### src/rtl/mul_writeback_if.sv
// Issue / multiplier-return / writeback bundle for mul_writeback.
// The slave modport is the writeback block; the master modport is the core-side driver.
interface mul_writeback_if #(
  parameter int DATA_SIZE = 32,
  parameter int TAG_W     = 5
);
  logic                   issue_valid;
  logic [1:0]             issue_op;
  logic [TAG_W-1:0]       issue_tag;
  logic                   issue_credit;
  logic                   mul_ready;
  logic [2*DATA_SIZE-1:0] mul_result;
  logic                   wb_valid;
  logic                   wb_ready;
  logic [DATA_SIZE-1:0]   wb_data;
  logic [TAG_W-1:0]       wb_tag;
  logic                   wb_sat;
  logic                   err_sticky;

  modport master (
    output issue_valid, issue_op, issue_tag, mul_ready, mul_result, wb_ready,
    input  issue_credit, wb_valid, wb_data, wb_tag, wb_sat, err_sticky
  );

  modport slave (
    input  issue_valid, issue_op, issue_tag, mul_ready, mul_result, wb_ready,
    output issue_credit, wb_valid, wb_data, wb_tag, wb_sat, err_sticky
  );
endinterface

### src/rtl/mul_writeback.sv
// Multiplier writeback: tracks issued ops alongside the multiplier, formats products and buffers them.
// Define MUL_WB_SAT_EN to enable rounding and saturation of SMUL results.
module mul_writeback #(
  parameter int DATA_SIZE  = 32,
  parameter int MUL_LAT    = 3,
  parameter int FIFO_DEPTH = 4,
  parameter int TAG_W      = 5
) (
  input logic             clk,
  input logic             rst_n,
  mul_writeback_if.slave  bus
);

  localparam int PW    = 2 * DATA_SIZE;
  localparam int PTR_W = (FIFO_DEPTH > 1) ? $clog2(FIFO_DEPTH) : 1;
  localparam int OCC_W = $clog2(FIFO_DEPTH + 1);
  localparam int INF_W = $clog2(MUL_LAT + 1);
  localparam int SUM_W = $clog2(FIFO_DEPTH + MUL_LAT + 1);
  localparam int ENT_W = DATA_SIZE + TAG_W + 1;

  typedef enum logic [1:0] {
    OP_MUL  = 2'b00,
    OP_MULH = 2'b01,
    OP_SMUL = 2'b10,
    OP_RSVD = 2'b11
  } op_e;

  logic [MUL_LAT-1:0] stgVld_q;
  op_e                stgOp_q  [MUL_LAT];
  logic [TAG_W-1:0]   stgTag_q [MUL_LAT];

  logic [ENT_W-1:0] mem_q [FIFO_DEPTH];
  logic [PTR_W-1:0] wrPtr_q, wrPtr_d;
  logic [PTR_W-1:0] rdPtr_q, rdPtr_d;
  logic [OCC_W-1:0] occ_q, occ_d;
  logic             err_q, err_d;

  logic [INF_W-1:0]     inFlight;
  logic                 credit;
  logic                 issueAcc;
  logic                 lastVld;
  op_e                  lastOp;
  logic                 full;
  logic                 push;
  logic                 pop;
  logic [DATA_SIZE-1:0] resData;
  logic                 resSat;
  logic [ENT_W-1:0]     head;

  function automatic logic [PTR_W-1:0] nextPtr(input logic [PTR_W-1:0] p);
    return (p == PTR_W'(FIFO_DEPTH - 1)) ? '0 : p + 1'b1;
  endfunction

  always_comb begin
    inFlight = '0;
    for (int i = 0; i < MUL_LAT; i++) begin
      inFlight = inFlight + INF_W'(stgVld_q[i]);
    end
  end

  // Credit is conservative: a slot freed by a pop only counts from the next cycle.
  assign credit   = (SUM_W'(occ_q) + SUM_W'(inFlight)) < SUM_W'(FIFO_DEPTH);
  assign issueAcc = bus.issue_valid & credit;
  assign lastVld  = stgVld_q[MUL_LAT-1];
  assign lastOp   = stgOp_q[MUL_LAT-1];
  assign full     = (occ_q == OCC_W'(FIFO_DEPTH));
  assign pop      = (occ_q != '0) & bus.wb_ready;
  assign push     = lastVld & bus.mul_ready & (~full | pop);

`ifdef MUL_WB_SAT_EN
  localparam logic [PW:0] RND_C = (PW + 1)'(1) << (DATA_SIZE - 2);

  logic [PW:0] rndSum;
  logic        satPos;
  logic        satNeg;
  logic        unusedRndLsb;

  // Result fits only when the top three bits of the rounded sum agree.
  assign rndSum       = {bus.mul_result[PW-1], bus.mul_result} + RND_C;
  assign satPos       = ~rndSum[PW] & (rndSum[PW-1] | rndSum[PW-2]);
  assign satNeg       = rndSum[PW] & ~(rndSum[PW-1] & rndSum[PW-2]);
  assign unusedRndLsb = ^rndSum[DATA_SIZE-2:0];
`endif

  always_comb begin
    resData = bus.mul_result[DATA_SIZE-1:0];
    resSat  = 1'b0;
    case (lastOp)
      OP_MULH: resData = bus.mul_result[PW-1:DATA_SIZE];
      OP_SMUL: begin
`ifdef MUL_WB_SAT_EN
        if (satPos) begin
          resData = {1'b0, {(DATA_SIZE-1){1'b1}}};
          resSat  = 1'b1;
        end else if (satNeg) begin
          resData = {1'b1, {(DATA_SIZE-1){1'b0}}};
          resSat  = 1'b1;
        end else begin
          resData = rndSum[PW-2:DATA_SIZE-1];
        end
`else
        resData = bus.mul_result[PW-2:DATA_SIZE-1];
`endif
      end
      default: ;
    endcase
  end

  always_comb begin
    wrPtr_d = wrPtr_q;
    rdPtr_d = rdPtr_q;
    occ_d   = occ_q;
    err_d   = err_q;
    if (push) wrPtr_d = nextPtr(wrPtr_q);
    if (pop)  rdPtr_d = nextPtr(rdPtr_q);
    case ({push, pop})
      2'b10:   occ_d = occ_q + 1'b1;
      2'b01:   occ_d = occ_q - 1'b1;
      default: ;
    endcase
    // Dropped issues, unmatched returns and lost results all latch the error flag.
    if (bus.issue_valid & ~credit)                  err_d = 1'b1;
    if (bus.mul_ready ^ lastVld)                    err_d = 1'b1;
    if (lastVld & bus.mul_ready & full & ~pop)      err_d = 1'b1;
  end

  always_ff @(posedge clk) begin
    if (!rst_n) begin
      stgVld_q <= '0;
      wrPtr_q  <= '0;
      rdPtr_q  <= '0;
      occ_q    <= '0;
      err_q    <= 1'b0;
    end else begin
      stgVld_q[0] <= issueAcc;
      for (int i = 1; i < MUL_LAT; i++) begin
        stgVld_q[i] <= stgVld_q[i-1];
      end
      wrPtr_q <= wrPtr_d;
      rdPtr_q <= rdPtr_d;
      occ_q   <= occ_d;
      err_q   <= err_d;
    end
  end

  always_ff @(posedge clk) begin
    stgOp_q[0]  <= op_e'(bus.issue_op);
    stgTag_q[0] <= bus.issue_tag;
    for (int i = 1; i < MUL_LAT; i++) begin
      stgOp_q[i]  <= stgOp_q[i-1];
      stgTag_q[i] <= stgTag_q[i-1];
    end
    if (push) begin
      mem_q[wrPtr_q] <= {resSat, stgTag_q[MUL_LAT-1], resData};
    end
  end

  assign head             = mem_q[rdPtr_q];
  assign bus.wb_valid     = (occ_q != '0);
  assign bus.wb_data      = head[DATA_SIZE-1:0];
  assign bus.wb_tag       = head[DATA_SIZE +: TAG_W];
  assign bus.wb_sat       = head[ENT_W-1];
  assign bus.issue_credit = credit;
  assign bus.err_sticky   = err_q;

endmodule

### src/flat_wrapper.sv
// flat-port wrapper written by rule: the top's interface ports become plain ports
module mul_writeback_flat 
#(
  parameter int DATA_SIZE  = 32,
  parameter int MUL_LAT    = 3,
  parameter int FIFO_DEPTH = 4,
  parameter int TAG_W      = 5
)
  (clk, rst_n, bus_issue_valid, bus_issue_op, bus_issue_tag, bus_mul_ready, bus_mul_result, bus_wb_ready, bus_issue_credit, bus_wb_valid, bus_wb_data, bus_wb_tag, bus_wb_sat, bus_err_sticky);
  mul_writeback_if #(.DATA_SIZE(DATA_SIZE), .TAG_W(TAG_W)) bus_i ();
  input logic clk;
  input logic rst_n;
  input wire logic [$bits(bus_i.issue_valid)-1:0] bus_issue_valid;
  input wire logic [$bits(bus_i.issue_op)-1:0] bus_issue_op;
  input wire logic [$bits(bus_i.issue_tag)-1:0] bus_issue_tag;
  input wire logic [$bits(bus_i.mul_ready)-1:0] bus_mul_ready;
  input wire logic [$bits(bus_i.mul_result)-1:0] bus_mul_result;
  input wire logic [$bits(bus_i.wb_ready)-1:0] bus_wb_ready;
  output wire logic [$bits(bus_i.issue_credit)-1:0] bus_issue_credit;
  output wire logic [$bits(bus_i.wb_valid)-1:0] bus_wb_valid;
  output wire logic [$bits(bus_i.wb_data)-1:0] bus_wb_data;
  output wire logic [$bits(bus_i.wb_tag)-1:0] bus_wb_tag;
  output wire logic [$bits(bus_i.wb_sat)-1:0] bus_wb_sat;
  output wire logic [$bits(bus_i.err_sticky)-1:0] bus_err_sticky;
  assign bus_i.issue_valid = bus_issue_valid;
  assign bus_i.issue_op = bus_issue_op;
  assign bus_i.issue_tag = bus_issue_tag;
  assign bus_i.mul_ready = bus_mul_ready;
  assign bus_i.mul_result = bus_mul_result;
  assign bus_i.wb_ready = bus_wb_ready;
  assign bus_issue_credit = bus_i.issue_credit;
  assign bus_wb_valid = bus_i.wb_valid;
  assign bus_wb_data = bus_i.wb_data;
  assign bus_wb_tag = bus_i.wb_tag;
  assign bus_wb_sat = bus_i.wb_sat;
  assign bus_err_sticky = bus_i.err_sticky;
  mul_writeback #(.DATA_SIZE(DATA_SIZE), .MUL_LAT(MUL_LAT), .FIFO_DEPTH(FIFO_DEPTH), .TAG_W(TAG_W)) u_core (.clk(clk), .rst_n(rst_n), .bus(bus_i));
endmodule
### config.mk
export PLATFORM = sky130hd
export DESIGN_NAME = mul_writeback_flat
export DESIGN_NICKNAME = d
export VERILOG_FILES = /design/src/rtl/mul_writeback_if.sv /design/src/rtl/mul_writeback.sv /design/src/flat_wrapper.sv
export SDC_FILE = /design/constraint.sdc
export NUM_CORES = 1
export LEC_CHECK = 0
export ABC_AREA = 1
export BUFFER_PORTS_ARGS = -buffer_cell sky130_fd_sc_hd__clkbuf_2
export CORE_MARGIN = 10
export CORE_UTILIZATION = 35
export DETAILED_ROUTE_END_ITERATION = 7
export PLACE_DENSITY = 0.65
export SKIP_LAST_GASP = 1
export SYNTH_ARGS = -nofsm -noshare
export SYNTH_HDL_FRONTEND = slang
export SYNTH_SLANG_ARGS = --single-unit
### constraint.sdc
create_clock -name clk -period 3.32 [get_ports clk]
set_input_delay 0.166 -clock clk [delete_from_list [all_inputs] [get_ports clk]]
set_output_delay 0.166 -clock clk [all_outputs]
set_load 0.05 [all_outputs]
==> summary.txt <==
Worst setup path
  • Crit path cell chain: inv_1 > fa_1 > inv_1 > ha_1 > nand2_1 > o21bai_1 > xor2_1 > inv_1 > clkbuf_2
  • CP arrival: 2310 ps
  • WS Path Type: reg -> out
  • CP peak stage delay: 430 ps
  • CP startpoint kind: flip-flop
  • Critical-path top delay cell: dfxtp_1
  • Crit path buf inv count: 4
  • CP Max Fanout: 4
  • Delay-heaviest family, CP: adder cells
  • CP most frequent cell: inv_1
  • Req. time, crit path: 3150 ps
  • Worst Setup End Kind: primary output

CTS
  • H-tree levels: 4
  • CTS Sinks: 182
  • Clk slew on worst S/H paths: 70 ps
  • Root buf cell: clkbuf_16
  • Num CTS Buffers: 17
  • CTS tree: done
  • Clock buffer depth: 2
  • Worst-Skew Late Latency: 430 ps
  • Post_cts resized: 0

Floorplanning
  • Total die area: 0.0269 sq mm
  • Core ar.: 0.0204 sq mm
  • FP Rows: 52
  • Die height: 164 um
  • Initial core utilization: 0.357
  • I/O pins: 117
  • Die width: 164 um

Power and ir drop
  • VDD IR max: 0.340 mV
  • Seq pwr share: 0.368
  • Power share of the combinational group: 0.341
  • Leak pwr: 3.28 nW
  • Int Power: 0.00431 W
  • Power Dens Cells: 807 mW/mm^2
  • Sw Pwr: 0.00281 W
  • Sw frac: 0.394
  • Clock share of power: 0.292

STA
  • WHS: 75.9 ps
  • Final setup TNS: 0 ps
  • Max Clock Skew: 9.81 ps
  • Final Hold Viols: 0
  • Finish-stage setup viols: 0
  • Period utilization: 0.746
  • Slew @ Worst Pin: 869 ps
  • Final slew viol count: 0
  • Slew headroom: 0.420
  • Fmax: 404 MHz
  • Worst Slack Setup Final: 844 ps
  • Period minus WS final: 2480 ps
  • RSZ-0062 raised after global routing: false

Detailed routing
  • WL per Instance: 17.6 um
  • Routed via count: 4973
  • DRT antenna net count: 0
  • Initial DRC count: 360
  • # DRC: 0
  • Drt total wl: 17900 um
  • Avg Vias per Cell: 4.88
  • DRT Pass-1 Iters: 5

Global route
  • GRT Total Usage: 0.133
  • Vias in the first global route: 4903
  • Gr ovfl total: 0
  • First-pass GRT wire length: 27300 um
  • Largest net degree at the start of global routing: 75
  • Antenna violations before repair: 1

Yosys
  • Synth warn: 0
  • Leading area contributor after synthesis: edfxtp_1
  • Post-synthesis cell count: 616
  • Avg Cell Area, Syn: 11.8 sq um
  • Synth area leaders: edfxtp_1 (61%), dfxtp_1 (9.4%), nor2_1 (6.2%)
  • Post-synthesis cell type count: 27
  • Synth top area share: 0.611
  • Top FF cell, synth: edfxtp_1
  • Synthesized flop and latch total: 182
  • Post-synth EDFFs: 148
  • Post-Syn Area: 0.00727 sq mm
  • Post-synth ARST share: 0
  • Synth Net Count: 703
  • Post-synthesis sequential area ratio: 0.705

Placement
  • Dpl cells: 977
  • Hpwl dp: 11900 um
  • Placer Congestion: 0.756
  • Port bufs: 115
  • Place WS: 1270 ps

Job
  • Total of max-cap violations: 0

Finish
  • Finished Layout Cells: 1020
  • Share of post-route cells with drive strength above 1: 0.234
  • Final #Nets: 821
  • Fillers: 1890
  • Synthesis-to-layout area growth: 21.2%
  • Commonest non-fill, non-tap cells in the layout: edfxtp_1 (148), nor2_1 (116), clkbuf_2 (115), o21ai_0 (68), a21oi_1 (67)
  • Commonest non-fill, non-tap cell in the layout: edfxtp_1
  • Area of the multi-input gates: 0.00187 sq mm
  • Storage element area: 0.00513 sq mm

Worst hold path
  • Tightest Hold Check Type: in -> reg

Outcome
  • Outcome: completed
layout make-up:
class                           instances  area share
Antenna cell                            3    0.000851
Timing Repair Buffer                  137      0.0863
Tap cell                              270      0.0383
Clock buffer                           18      0.0487
Sequential cell                       182       0.581
Inverter                               24      0.0102
Multi-Input combinational cell        372       0.213
Clock inverter                         14      0.0219
what timing repair did:
| action | 4_1_cts | 5_1_grt |
|---|---|---|
| setup buffers | 0 | 0 |
| hold buffers | 8 | 0 |
| hold endpoints to repair | 9 | 0 |
final timing paths:
path	startpoint	to	slack, ps	depth (start not counted)
min	rst_n	u_core.stgVld_q[1]	80	3
min reg2reg	u_core.stgOp_q[0][2]	u_core.stgOp_q[0][4]	330	0
max reg2reg	u_core.stgOp_q[0][4]	u_core.mem_q[1][27]	1300	6
max	u_core.occ_q[0]	bus_issue_credit	840	9
power by group through the flow:
| stage | logic (W) | registers, W | clock network, W |
|---|---|---|---|
| 2_1_floorplan | 0.00182 | 0.00266 | 0 |
| 3_3_place_gp | 0.00242 | 0.00266 | 0 |
| 3_5_place_dp | 0.00244 | 0.00267 | 0 |
| 4_1_cts | 0.00246 | 0.00262 | 0.00213 |
| 5_1_grt | 0.00262 | 0.00262 | 0.00221 |
| 6_report | 0.00242 | 0.00262 | 0.00208 |
worst min-delay path, delay by kind of cell:
family / cells / cell delay (ps)
and+or+nand+nor: 1 / 100
buffers and inverters: 2 / 200
state kept, by name (all words and copies together), names as in the netlist, named ones only:
signal,cells
u_core.bus.err_sticky,1
u_core.occ_q,3
u_core.stgTag_q,15
u_core.rdPtr_q,2
u_core.stgOp_q,6
u_core.mem_q,148
u_core.wrPtr_q,2
u_core.stgVld_q,3
synthesized netlist by cell type, types with 2 or more instances:
cell,number
fa_1,2
buf_2,7
dfxtp_1,34
ha_1,9
edfxtp_1,148
buf_4,2
clkbuf_2,2
nor2_1,120
o22ai_1,37
clkbuf_1,20
inv_1,21
o21ai_0,68
o21ai_1,14
inv_2,3
a21oi_1,67
nand3_1,3
nand2_1,40
buf_6,7
nand2_2,4
through the flow:
stage / power, W / utilization / area, sq um
finish: 0.00712 / 0.433 / 8820
global route: 0.00746 / 0.433 / 8810
floorplan: 0.00449 / - / 7270
CTS: 0.00720 / 0.433 / 8810
global placement: 0.00509 / 0.398 / 8110
detailed placement: 0.00511 / 0.398 / 8110
per-layer routing:
| metal | wire [um] | GRT usage | vias up |
|---|---|---|---|
| met5 | 0 | 0 | - |
| met4 | 248 | 0.0406 | 0 |
| met3 | 1150 | 0.0433 | 17 |
| met2 | 8930 | 0.221 | 121 |
| met1 | 7630 | 0.162 | 2391 |
| li1 | - | - | 2444 |
kinds of logic after synthesis:
logic type	Yosys count	synth area share
AOI/OAI and AO/OA	189	0.139
DFF	182	0.705
and+or+nand+nor	170	0.0919
buffers and inverters	62	0.0418
adders and majority gates	11	0.0210
xor gates and xnor gates	1	0.00120
other	1	0.000516
(Power assumes the default switching activity.)
